--- src/rtl/cpu_pkg.sv ---
// Shared CPU definitions: ALU op constants plus the multiply/divide
// operation and FSM state encodings used by muldiv_unit.
package cpu_pkg;

  // ALU op constants
  localparam logic [3:0] ALU_ADD = 4'h0;
  localparam logic [3:0] ALU_SUB = 4'h1;
  localparam logic [3:0] ALU_AND = 4'h2;
  localparam logic [3:0] ALU_OR  = 4'h3;
  localparam logic [3:0] ALU_XOR = 4'h4;
  localparam logic [3:0] ALU_SHL = 4'h5;
  localparam logic [3:0] ALU_SHR = 4'h6;

  // Multiply/divide operation select (matches the op port encoding)
  typedef enum logic [1:0] {
    MULLO = 2'b00,
    MULHI = 2'b01,
    DIV   = 2'b10,
    REM   = 2'b11
  } muldiv_op_e;

  typedef enum logic {
    IDLE = 1'b0,
    BUSY = 1'b1
  } muldiv_state_e;

  localparam int unsigned MULDIV_W     = 16;
  localparam logic [4:0]  MULDIV_LAST  = 5'd15;

endpackage

--- src/rtl/muldiv_step.sv ---
// One radix-2 iteration of the shared multiply/divide datapath.
//   is_div : 1 = restoring-divide step, 0 = shift-add multiply step
//   opnd   : multiplicand (multiply) or divisor (divide)
//   hi/lo  : working registers. Multiply: {hi,lo} accumulates the product,
//            lo starts as the multiplier. Divide: hi is the partial
//            remainder, lo shifts the dividend out and the quotient in.
module muldiv_step (
  input  logic        is_div,
  input  logic [15:0] opnd,
  input  logic [15:0] hi_in,
  input  logic [15:0] lo_in,
  output logic [15:0] hi_out,
  output logic [15:0] lo_out
);

  logic [16:0] sum;
  logic [16:0] trial;

  always_comb begin
    hi_out = hi_in;
    lo_out = lo_in;
    sum    = '0;
    trial  = '0;
    if (is_div) begin
      // Remainder is always < divisor, so the trial fits in 17 bits and the
      // restored value always fits back into 16.
      trial  = {hi_in, lo_in[15]};
      lo_out = {lo_in[14:0], 1'b0};
      if (trial >= {1'b0, opnd}) begin
        trial     = trial - {1'b0, opnd};
        lo_out[0] = 1'b1;
      end
      hi_out = trial[15:0];
    end else begin
      sum    = {1'b0, hi_in} + (lo_in[0] ? {1'b0, opnd} : 17'd0);
      hi_out = sum[16:1];
      lo_out = {sum[0], lo_in[15:1]};
    end
  end

endmodule

--- src/rtl/muldiv_unit.sv ---
// Iterative 16-bit unsigned multiply/divide unit.
//   clk, rst_n      : clock, asynchronous active-low reset
//   a_in, b_in, op  : operands and op (MULLO/MULHI/DIV/REM), taken on start
//   start           : request, accepted only while idle
//   busy            : iterating
//   done            : one-cycle pulse when result/flags update
//   result, V,N,Z,DZ: registered result and flags, held until next done
module muldiv_unit
  import cpu_pkg::*;
(
  input  logic        clk,
  input  logic        rst_n,
  input  logic [15:0] a_in,
  input  logic [15:0] b_in,
  input  logic [1:0]  op,
  input  logic        start,
  output logic        busy,
  output logic        done,
  output logic [15:0] result,
  output logic        V,
  output logic        N,
  output logic        Z,
  output logic        DZ
);

  muldiv_state_e state_q, state_d;
  muldiv_op_e    op_q, op_d;
  logic [4:0]    cnt_q, cnt_d;
  logic [15:0]   opnd_q, opnd_d;
  logic [15:0]   hi_q, hi_d;
  logic [15:0]   lo_q, lo_d;
  logic [15:0]   result_q, result_d;
  logic          v_q, v_d;
  logic          dz_q, dz_d;
  logic          done_q, done_d;

  logic          is_div;
  logic [15:0]   step_hi;
  logic [15:0]   step_lo;

  assign is_div = (op_q == DIV) || (op_q == REM);

  muldiv_step u_step (
    .is_div (is_div),
    .opnd   (opnd_q),
    .hi_in  (hi_q),
    .lo_in  (lo_q),
    .hi_out (step_hi),
    .lo_out (step_lo)
  );

  always_comb begin
    state_d  = state_q;
    op_d     = op_q;
    cnt_d    = cnt_q;
    opnd_d   = opnd_q;
    hi_d     = hi_q;
    lo_d     = lo_q;
    result_d = result_q;
    v_d      = v_q;
    dz_d     = dz_q;
    done_d   = 1'b0;

    unique case (state_q)
      IDLE: begin
        if (start) begin
          state_d = BUSY;
          op_d    = muldiv_op_e'(op);
          cnt_d   = '0;
          hi_d    = '0;
          // op[1] selects divide: divisor in opnd, dividend shifted via lo
          opnd_d  = op[1] ? b_in : a_in;
          lo_d    = op[1] ? a_in : b_in;
        end
      end
      BUSY: begin
        if (is_div && (opnd_q == '0)) begin
          // Divide by zero finishes after one busy cycle; lo still holds a_in
          state_d  = IDLE;
          done_d   = 1'b1;
          result_d = (op_q == DIV) ? '1 : lo_q;
          v_d      = 1'b0;
          dz_d     = 1'b1;
        end else begin
          hi_d = step_hi;
          lo_d = step_lo;
          if (cnt_q == MULDIV_LAST) begin
            state_d = IDLE;
            done_d  = 1'b1;
            dz_d    = 1'b0;
            v_d     = 1'b0;
            unique case (op_q)
              MULLO: begin
                result_d = step_lo;
                v_d      = |step_hi;
              end
              MULHI:   result_d = step_hi;
              DIV:     result_d = step_lo;
              default: result_d = step_hi;
            endcase
          end else begin
            cnt_d = cnt_q + 5'd1;
          end
        end
      end
      default: state_d = IDLE;
    endcase
  end

  always_ff @(posedge clk or negedge rst_n) begin
    if (!rst_n) begin
      state_q  <= IDLE;
      op_q     <= MULLO;
      cnt_q    <= '0;
      opnd_q   <= '0;
      hi_q     <= '0;
      lo_q     <= '0;
      result_q <= '0;
      v_q      <= 1'b0;
      dz_q     <= 1'b0;
      done_q   <= 1'b0;
    end else begin
      state_q  <= state_d;
      op_q     <= op_d;
      cnt_q    <= cnt_d;
      opnd_q   <= opnd_d;
      hi_q     <= hi_d;
      lo_q     <= lo_d;
      result_q <= result_d;
      v_q      <= v_d;
      dz_q     <= dz_d;
      done_q   <= done_d;
    end
  end

  assign busy   = (state_q == BUSY);
  assign done   = done_q;
  assign result = result_q;
  assign V      = v_q;
  assign N      = result_q[15];
  assign Z      = (result_q == '0);
  assign DZ     = dz_q;

endmodule

--- config.mk ---
export PLATFORM = sky130hd
export DESIGN_NAME = muldiv_unit
export DESIGN_NICKNAME = d
export VERILOG_FILES = /design/src/rtl/cpu_pkg.sv /design/src/rtl/muldiv_step.sv /design/src/rtl/muldiv_unit.sv
export SDC_FILE = /design/constraint.sdc
export NUM_CORES = 1
export LEC_CHECK = 0
export BUFFER_PORTS_ARGS = -buffer_cell sky130_fd_sc_hd__clkbuf_2
export CAP_MARGIN = 30
export CORE_MARGIN = 10
export CORE_UTILIZATION = 54
export DETAILED_ROUTE_END_ITERATION = 8
export PLACE_DENSITY = 0.79
export SYNTH_ARGS = -nofsm -noshare
export SYNTH_HDL_FRONTEND = slang
export SYNTH_SLANG_ARGS = --single-unit
--- constraint.sdc ---
create_clock -name clk -period 7.2 [get_ports clk]
set_input_delay 1.44 -clock clk [delete_from_list [all_inputs] [get_ports clk]]
set_output_delay 1.44 -clock clk [all_outputs]
set_load 0.01 [all_outputs]
==> impl_metrics.json, run 1 <==
{
  "fp.coreArea_um2": 11300,
  "seq_area_frac_synth_pct": 30.3,
  "syn_area_um2": 6190,
  "grt_pass1_wl_um": 30900,
  "routedWlPerCell_um": 20.4,
  "fin_crit_ns": 3.84,
  "reg2reg_slack_ns": 3.36,
  "ys_async_sr_fraction_pct": 100,
  "yosys.area.top_type": "dfrtp_1",
  "seqCellArea_um2": 1880,
  "reg2regPathDepth": 13,
  "clkTransAtPathRegs_ns": 0.06,
  "drt-total-wl_um": 19000,
  "critical_path.max_stage_delay_ns": 0.69,
  "worstPathMaxFanout": 19,
  "setup.worst_path.end_class": "flop",
  "fmax_mhz": 260,
  "rr_endpoint": "result[11]$_DFFE_PN0P_",
  "ios": 59,
  "maxSlewViolCount": 0,
  "holdPathEnd": "cnt_q[4]$_DFFE_PN0P_",
  "whs_path_depth": 2,
  "post-place-ws_ns": 3.40,
  "cts_tree": "yes",
  "cp.arrival_ns": 4.12,
  "cts_setup_buffers": 0,
  "die_h_um": 127,
  "grt_remaining_overflow": 0,
  "hold_buffers": 0,
  "fillCellCount": 1015,
  "synthTopCellsByArea": "dfrtp_1, ha_1, o21ai_0",
  "grt_max_degree": 76,
  "synth_edf_count": 0,
  "antenna_cells": 0,
  "crit_chain": "and2_1 -> ha_1 -> inv_1 -> fa_1 -> nor2b_1 -> o31a_1 -> o211ai_1 -> o21ai_0 -> mux2_2 -> nor3_1 -> mux2i_1 -> a211oi_1 -> a21o_1",
  "nNetsFinal": 860,
  "reg2reg_from": "lo_q[0]$_DFFE_PN0P_",
  "drc": 0,
  "postSynthAreaPerCell_um2": 8.22,
  "hold_path.class": "flop to flop",
  "relSlewSlack_pct": 35.5,
  "synthesis.nets": 826,
  "drt_iter0_markers": 695,
  "status": "finished, final reports clean",
  "yosysTopAreaCellShare_pct": 30.3,
  "slowest_stage": "dfrtp_1",
  "via_count": 6115,
  "tightestPinTransition_ns": 0.966,
  "dp_hpwl_um": 14400,
  "required_ns": 7.48,
  "max-cap-violations": 0,
  "die_w_um": 127,
  "vias_per_cell": 6.55,
  "clockRootBuffer": "clkbuf_16",
  "clk_latency_ns": 0.34,
  "yosys_warnings": 0,
  "htreeDepth": 3,
  "rsz0062_at_grt": "no",
  "fp-row-count": 39,
  "fin_setup_tns_ns": 0,
  "hold_viol": 0,
  "postRouteAntennaNets": 0,
  "first_global_vias": 5779,
  "syn_inst": 753,
  "grtUsageTotal_pct": 23.1,
  "die-area_um2": 16100,
  "yosys_register_bits": 75,
  "area_growth_pct": 11.2,
  "hold_start": "cnt_q[4]$_DFFE_PN0P_",
  "port_buffers": 58,
  "ys_types": 76,
  "final_common_cell": "o21ai_0",
  "clock_path_buffers": 2,
  "place.gp.congestion": 1.01,
  "cts_resized": 0,
  "cp_num_buf_inv": 1,
  "initial_core_util_pct": 54.7,
  "final_cell_mix": "o21ai_0, nand2_1, dfrtp_1, clkbuf_2, nor2_1",
  "first_pass_iters": 5,
  "crit_path_start_kind": "flop",
  "fin_ws_ns": 3.36,
  "antenna_found_initial": 0,
  "crit_type": "flop to flop",
  "cp_num_cells": 13,
  "ys.flop_type": "dfrtp_1",
  "setup_violations": 0,
  "layout-drive-gt1-share_pct": 15.2,
  "cts_made_buffers": 9,
  "post-route-period-util_pct": 53.3,
  "cts_sinks": 75,
  "cp_top_family": "compound AO/OA/AOI/OAI gates",
  "multi_input_area_um2": 4050,
  "finClkSkew_ns": 0.00700
}
==> routing by layer <==
layer	share of wire (%)	global-route usage, %	vias to the layer above	wire length, µm
met5	0	0	-	0
met4	2.9	8.31	0	550
met3	7.4	4.18	44	1410
met2	45	34.9	300	8520
met1	45	32.2	2911	8550
li1	-	-	2860	-
==> final cells by class <==
| cell class | instances | share of cell area [%] |
|---|---|---|
| Timing Repair Buffer | 65 | 5.60 |
| Multi-Input combinational cell | 608 | 58.8 |
| Clock buffer | 9 | 3.27 |
| Clock inverter | 6 | 0.945 |
| Inverter | 28 | 1.53 |
| Sequential cell | 75 | 27.3 |
| Tap cell | 143 | 2.60 |
==> worst reg2reg max path: cells and delay by family, from the launching register on <==
| kind | cells | cell delay (ns) |
|---|---|---|
| AOI/OAI and AO/OA | 5 | 1.15 |
| adders and majority gates | 2 | 0.58 |
| buffers and inverters | 1 | 0.07 |
| DFF | 1 | 0.69 |
| muxes | 2 | 0.52 |
| and+or+nand+nor | 3 | 0.78 |
==> logic make-up (layout without fill, tap and decap cells) <==
family	count (synthesis)	after routing	share of synthesized area, %
buf+inv	70	108	4.39
xor+xnor	10	10	1.42
fa+ha+maj	36	36	7.52
compound gates	236	236	24.6
mux	56	56	9.42
simple gates	270	270	22.4
flops	75	75	30.3
==> worst max path at each step <==
stage                        startpoint                endpoint  slack [ns]
finish              lo_q[0]$_DFFE_PN0P_  result[11]$_DFFE_PN0P_        3.36
global route        lo_q[0]$_DFFE_PN0P_  result[11]$_DFFE_PN0P_        3.09
CTS                 lo_q[0]$_DFFE_PN0P_  result[11]$_DFFE_PN0P_        3.38
detailed placement  lo_q[0]$_DFFE_PN0P_  result[11]$_DFFE_PN0P_        3.40
global placement    lo_q[0]$_DFFE_PN0P_  result[11]$_DFFE_PN0P_        3.55
floorplan           lo_q[0]$_DFFE_PN0P_  result[11]$_DFFE_PN0P_        3.89
==> flip-flops by register name (all words and copies together), names as in the netlist <==
name / count
busy: 1
DZ: 1
done: 1
opnd_q: 16
op_q: 2
result: 16
hi_q: 16
cnt_q: 5
V: 1
lo_q: 16
==> per-stage QoR <==
step / hold slack [ns] / cell area (µm²) / util (%) / cells
after detailed placement: 0.493 / 6570 / 58.0 / 918
after CTS: 0.506 / 6860 / 60.6 / 933
after global routing: 0.537 / 6880 / 60.8 / 934
final: 0.499 / 6880 / 60.8 / 934
after global placement: 0.473 / 6540 / 57.7 / 917
after floorplan: 0.449 / 6190 / - / 753
==> synth_stat cells, drive strengths merged, types with 3 or more instances <==
master  instances
ha             34
a31oi           8
o31a            3
clkbuf         37
and4            4
a21oi          49
a21o           13
mux2           18
a211oi         13
nand4           7
or3            10
o21a            8
o21ai          87
buf             5
o211ai          7
nor2           54
nor3           25
or4             4
and3            7
nand2          77
o31ai           6
inv            28
xnor2           8
or2             5
o32ai           4
nor4           11
a311oi          4
nor2b           6
mux2i          38
and2           19
dfrtp          75
a21boi          3
nand2b          3
nand3          30
o21bai          3
Power of run 1 is left out: the tool's default activity adds up to more than one toggle a clock period on the data nets, which glitch-free logic cannot reach.
==> inputs of run 2 (changes only) <==
--- a/config.mk
+++ b/config.mk
@@ -10,7 +10,7 @@
 export CORE_MARGIN = 10
 export CORE_UTILIZATION = 54
 export DETAILED_ROUTE_END_ITERATION = 8
-export PLACE_DENSITY = 0.79
+export PLACE_DENSITY = 0.82
 export SYNTH_ARGS = -nofsm -noshare
 export SYNTH_HDL_FRONTEND = slang
 export SYNTH_SLANG_ARGS = --single-unit
==> constraint.sdc (replaced) <==
create_clock -name clk -period 3.3 [get_ports clk]
set_input_delay 0.66 -clock clk [delete_from_list [all_inputs] [get_ports clk]]
set_output_delay 0.66 -clock clk [all_outputs]
set_load 0.01 [all_outputs]
==> run 2 against run 1 <==
Net effect: fmax rose by 17%; non-clock buffer count is 81 higher; worst hold slack got worse by 0.035 ns; final cell count up 8.8%; first-iteration DRC count is 7.3% lower; highest routed layer unchanged; critical endpoint is now V$_DFFE_PN0P_; critical path depth decreased by 1; final area up 13%; utilization up 7.9 points; clock skew down 0.00056 ns; via count rose by 7.4%; die area unchanged; setup slack lost 3.3 ns.
==> impl_metrics.json, run 2 (synthesized netlist as in run 1, its figures left out) <==
{
  "tightestPinTransition_ns": 0.967,
  "ios": 59,
  "reg2reg_slack_ns": 0.01,
  "fmax_mhz": 304,
  "cts_tree": "yes",
  "port_buffers": 58,
  "place.gp.congestion": 1.05,
  "die-area_um2": 16100,
  "final_common_cell": "buf_4",
  "setup_violations": 0,
  "hold_viol": 0,
  "worstPathMaxFanout": 5,
  "layout-drive-gt1-share_pct": 28.5,
  "clock_path_buffers": 2,
  "die_w_um": 127,
  "htreeDepth": 3,
  "grt_max_degree": 76,
  "status": "finished, final reports clean",
  "grtUsageTotal_pct": 25.1,
  "antenna_cells": 0,
  "clockRootBuffer": "clkbuf_16",
  "cp.arrival_ns": 3.50,
  "clkTransAtPathRegs_ns": 0.07,
  "cts_sinks": 75,
  "slowest_stage": "o41ai_4",
  "postRouteAntennaNets": 0,
  "crit_start": "opnd_q[13]$_DFFE_PN0P_",
  "crit_chain": "inv_1 -> ha_4 -> nand4b_4 -> or2_4 -> o41ai_4 -> buf_4 -> o31ai_1 -> a31oi_1 -> nand4_1 -> nor4_2 -> and4_1 -> a31oi_1",
  "crit_type": "flop to flop",
  "critical_path.max_stage_delay_ns": 0.59,
  "routedWlPerCell_um": 21.1,
  "drt-total-wl_um": 21400,
  "drc": 0,
  "required_ns": 3.52,
  "path_common_cell": "a31oi_1",
  "initial_core_util_pct": 54.7,
  "die_h_um": 127,
  "dp.cells": 991,
  "antenna_found_initial": 0,
  "cts_made_buffers": 9,
  "final_cell_mix": "buf_4, o21ai_0, nand2_1, dfrtp_1, clkbuf_2",
  "clk_latency_ns": 0.34,
  "drt_iter0_markers": 644,
  "hold_path.class": "input pin to async pin",
  "max-cap-violations": 0,
  "nNetsFinal": 941,
  "setup.worst_path.end_class": "flop",
  "reg2reg_from": "opnd_q[13]$_DFFE_PN0P_",
  "fin_crit_ns": 3.29,
  "grt_pass1_wl_um": 33200,
  "maxSlewViolCount": 0,
  "finClkSkew_ns": 0.00643,
  "via_count": 6570,
  "first_pass_iters": 5,
  "rsz0062_at_grt": "yes",
  "grt_remaining_overflow": 0,
  "vias_per_cell": 6.47,
  "fp.coreArea_um2": 11300,
  "post-route-period-util_pct": 99.6,
  "crit_path_start_kind": "flop",
  "dp_hpwl_um": 16400,
  "fp-row-count": 39,
  "first_global_vias": 6338,
  "relSlewSlack_pct": 35.5,
  "fin_cells": 1016,
  "area_growth_pct": 25.6
}
==> run 2: cell types whose count changed in the layout (fill, tap and decap cells not counted), moves of 3 or more <==
cell	change
a211oi_1	-3
a311oi_1	-3
a311oi_2	+3
buf_4	+83
ha_1	-14
ha_2	+4
ha_4	+10
inv_1	-3
inv_2	+3
o21ai_0	-4
==> run 2: per-layer routing <==
metal	GRT usage [%]	wire length, µm
met1	32.6	8790
met2	39.6	9790
met3	5.58	1880
met4	10.6	946
met5	0	0
==> run 2: final timing paths <==
path                                        end  cells past startpoint
max                               V$_DFFE_PN0P_                     12
min                        hi_q[14]$_DFFE_PN0P_                      1
max reg2reg                       V$_DFFE_PN0P_                     12
min reg2reg                cnt_q[3]$_DFFE_PN0P_                      1
max in group asynchronous   lo_q[0]$_DFFE_PN0P_                      1
min in group clk           cnt_q[3]$_DFFE_PN0P_                      1
==> run 2: per-stage QoR <==
| step | setup slack [ns] | utilization, % | cell area, µm² | hold WS (ns) | TNS (ns) |
|---|---|---|---|---|---|
| finish | 0.0136 | 68.7 | 7770 | 0.463 | 0 |
| global route | -0.0956 | 68.7 | 7770 | 0.531 | -0.0956 |
| CTS | 0.00177 | 65.6 | 7430 | 0.500 | 0 |
| detailed placement | -0.197 | 62.7 | 7090 | 0.489 | -0.197 |
| global placement | -0.141 | 62.7 | 7090 | 0.475 | -0.141 |
| floorplan | 0.0644 | - | 6190 | 0.364 | 0 |
==> run 2: repair_timing <==
| item | CTS | global route |
|---|---|---|
| gates cloned | 0 | 0 |
| gates resized for setup | 10 | 55 |
| pin swaps | 2 | 26 |
| setup endpoints to repair | 4 | 15 |
| hold buffers | 0 | 0 |
| setup buffers | 0 | 9 |
==> run 2: final cells by class <==
cell class	instances	area (µm²)
multi-input combinational	608	4370
fill	902	3550
sequential	75	1880
timing repair buffer	146	953
clock buffer	9	225
tap	143	179
inverter	28	105
clock inverter	7	57.6
==> run 2: worst max-delay path, delay by kind of cell (launching register included) <==
family / cells / cell delay [ns]
adder cells (fa/ha/maj): 1 / 0.31
AND/OR/NAND/NOR: 5 / 1.06
flip-flops: 1 / 0.46
AO/OA/AOI/OAI: 4 / 1.00
buffers and inverters: 2 / 0.34
Power of run 2 is left out for the same reason.
==> inputs of run 3 (changes only) <==
--- a/config.mk
+++ b/config.mk
@@ -7,8 +7,11 @@
 export LEC_CHECK = 0
 export BUFFER_PORTS_ARGS = -buffer_cell sky130_fd_sc_hd__clkbuf_2
 export CAP_MARGIN = 30
+export CELL_PAD_IN_SITES_DETAIL_PLACEMENT = 1
+export CELL_PAD_IN_SITES_GLOBAL_PLACEMENT = 2
+export CORE_ASPECT_RATIO = 0.7
 export CORE_MARGIN = 10
-export CORE_UTILIZATION = 54
+export CORE_UTILIZATION = 33
 export DETAILED_ROUTE_END_ITERATION = 8
 export PLACE_DENSITY = 0.82
 export SYNTH_ARGS = -nofsm -noshare
==> run 3 against run 2 <==
Net effect: count of clock-buffer cells in the layout increased by 1; setup slack improved by 0.014 ns; non-clock buffer count increased by 34; global-route usage decreased by 4.2 points; die area increased by 53%; via count increased by 2.5%; register-to-register slack about the same; routed wire length increased by 24%.
==> impl_metrics.json, run 3 (synthesized netlist as in run 1, its figures left out) <==
{
  "status": "finished, final reports clean",
  "drc": 0,
  "fmax_mhz": 306,
  "hold_buffers": 0,
  "fp-row-count": 41,
  "routedWlPerCell_um": 23.3,
  "post-route-period-util_pct": 99.1,
  "first_global_vias": 6879,
  "grt_pass1_wl_um": 40700,
  "cp.arrival_ns": 3.54,
  "die-area_um2": 24700,
  "max-cap-violations": 0,
  "area_growth_pct": 33.2,
  "layout-drive-gt1-share_pct": 31.2,
  "place_area_um2": 7440,
  "worstPathMaxFanout": 6,
  "postRouteAntennaNets": 0,
  "antenna_found_initial": 1,
  "initial_core_util_pct": 34.0,
  "reg2reg_slack_ns": 0.03,
  "tightestPinTransition_ns": 0.816,
  "crit_path_start_kind": "flop",
  "finClkSkew_ns": 0.0111,
  "hold_path.class": "input pin to async pin",
  "first_pass_iters": 4,
  "hold_viol": 0,
  "setup_violations": 0,
  "htreeDepth": 3,
  "grtUsageTotal_pct": 21.0,
  "crit_start": "lo_q[0]$_DFFE_PN0P_",
  "ios": 59,
  "fin_ws_ns": 0.0281,
  "utilization_pct": 45.3,
  "cts_made_buffers": 9,
  "place.gp.congestion": 0.969,
  "relSlewSlack_pct": 45.6,
  "vias_per_cell": 5.89,
  "fp.coreArea_um2": 18200,
  "crit_type": "flop to flop",
  "die_h_um": 135,
  "dp_hpwl_um": 20200,
  "drt_iter0_markers": 621,
  "fillCellCount": 2160,
  "post-place-ws_ns": -0.199,
  "clock_path_buffers": 2,
  "reg2regPathDepth": 14,
  "design_area_um2": 8240,
  "cts_sinks": 75,
  "rr_endpoint": "result[5]$_DFFE_PN0P_",
  "cts_tree": "yes",
  "port_buffers": 58,
  "final_cell_mix": "buf_4, o21ai_0, nand2_1, dfrtp_1, clkbuf_2",
  "clk_latency_ns": 0.35,
  "clkTransAtPathRegs_ns": 0.07,
  "grt_remaining_overflow": 0,
  "clockRootBuffer": "clkbuf_16",
  "nNetsFinal": 975,
  "antenna_cells": 0,
  "drt-total-wl_um": 26600,
  "rsz0062_at_grt": "yes",
  "setup.worst_path.end_class": "flop",
  "grt_max_degree": 60,
  "die_w_um": 184,
  "via_count": 6731,
  "final_common_cell": "buf_4",
  "reg2reg_from": "lo_q[0]$_DFFE_PN0P_",
  "maxSlewViolCount": 0,
  "fin_crit_ns": 3.27,
  "required_ns": 3.56
}
run 3: layer usage:
| metal | track usage (%) | vias to the layer above | wire [µm] |
|---|---|---|---|
| met5 | 0 | - | 0 |
| met4 | 4.27 | 0 | 383 |
| met3 | 4.98 | 29 | 1790 |
| met2 | 31.9 | 209 | 11700 |
| met1 | 29.4 | 3401 | 12700 |
| li1 | - | 3092 | - |
run 3: per-stage QoR:
stage | cells | hold slack (ns) | setup TNS [ns]
6_report | 1143 | 0.169 | 0
5_1_grt | 1143 | 0.173 | -0.241
4_1_cts | 1128 | 0.170 | 0
3_5_place_dp | 1112 | 0.491 | -1.08
3_3_place_gp | 1111 | 0.475 | -0.533
2_1_floorplan | 753 | 0.364 | 0
run 3: worst max path at each step:
stage	to	slack (ns)	cells past startpoint
2_1_floorplan	result[11]$_DFFE_PN0P_	0.06	14
3_3_place_gp	result[13]$_DFFE_PN0P_	-0.16	12
3_5_place_dp	result[14]$_DFFE_PN0P_	-0.20	13
4_1_cts	V$_DFFE_PN0P_	0.0005	11
5_1_grt	result[11]$_DFFE_PN0P_	-0.06	14
6_report	result[5]$_DFFE_PN0P_	0.03	14
run 3: layout make-up:
| cell class | instances | area, µm² | share of cell area, % |
|---|---|---|---|
| tap | 236 | 295 | 3.58 |
| sequential | 75 | 1880 | 22.8 |
| inverter | 28 | 105 | 1.28 |
| clock buffer | 10 | 239 | 2.90 |
| clock inverter | 6 | 95.1 | 1.15 |
| multi-input combinational | 608 | 4370 | 53.0 |
| timing repair buffer | 180 | 1260 | 15.3 |
run 3: critical path, stage by stage (launching register included):
cell and delay, ns:
dfrtp_2 0.44, buf_4 0.16, and2_1 0.13, ha_1 0.35, o21a_1 0.25, o31a_1 0.13
buf_4 0.15, o21a_1 0.19, o21ai_0 0.35, a32oi_2 0.19, buf_4 0.16, and2_2 0.22
a21oi_1 0.22, o21ai_0 0.10, o21ai_0 0.15
run 3: repair_timing:
action / 4_1_cts / 5_1_grt
setup endpoints to repair: 12 / 15
pin swaps: 6 / 35
buffers inserted: 0 / 14
gates resized for setup: 17 / 53
Power of run 3 is left out for the same reason.
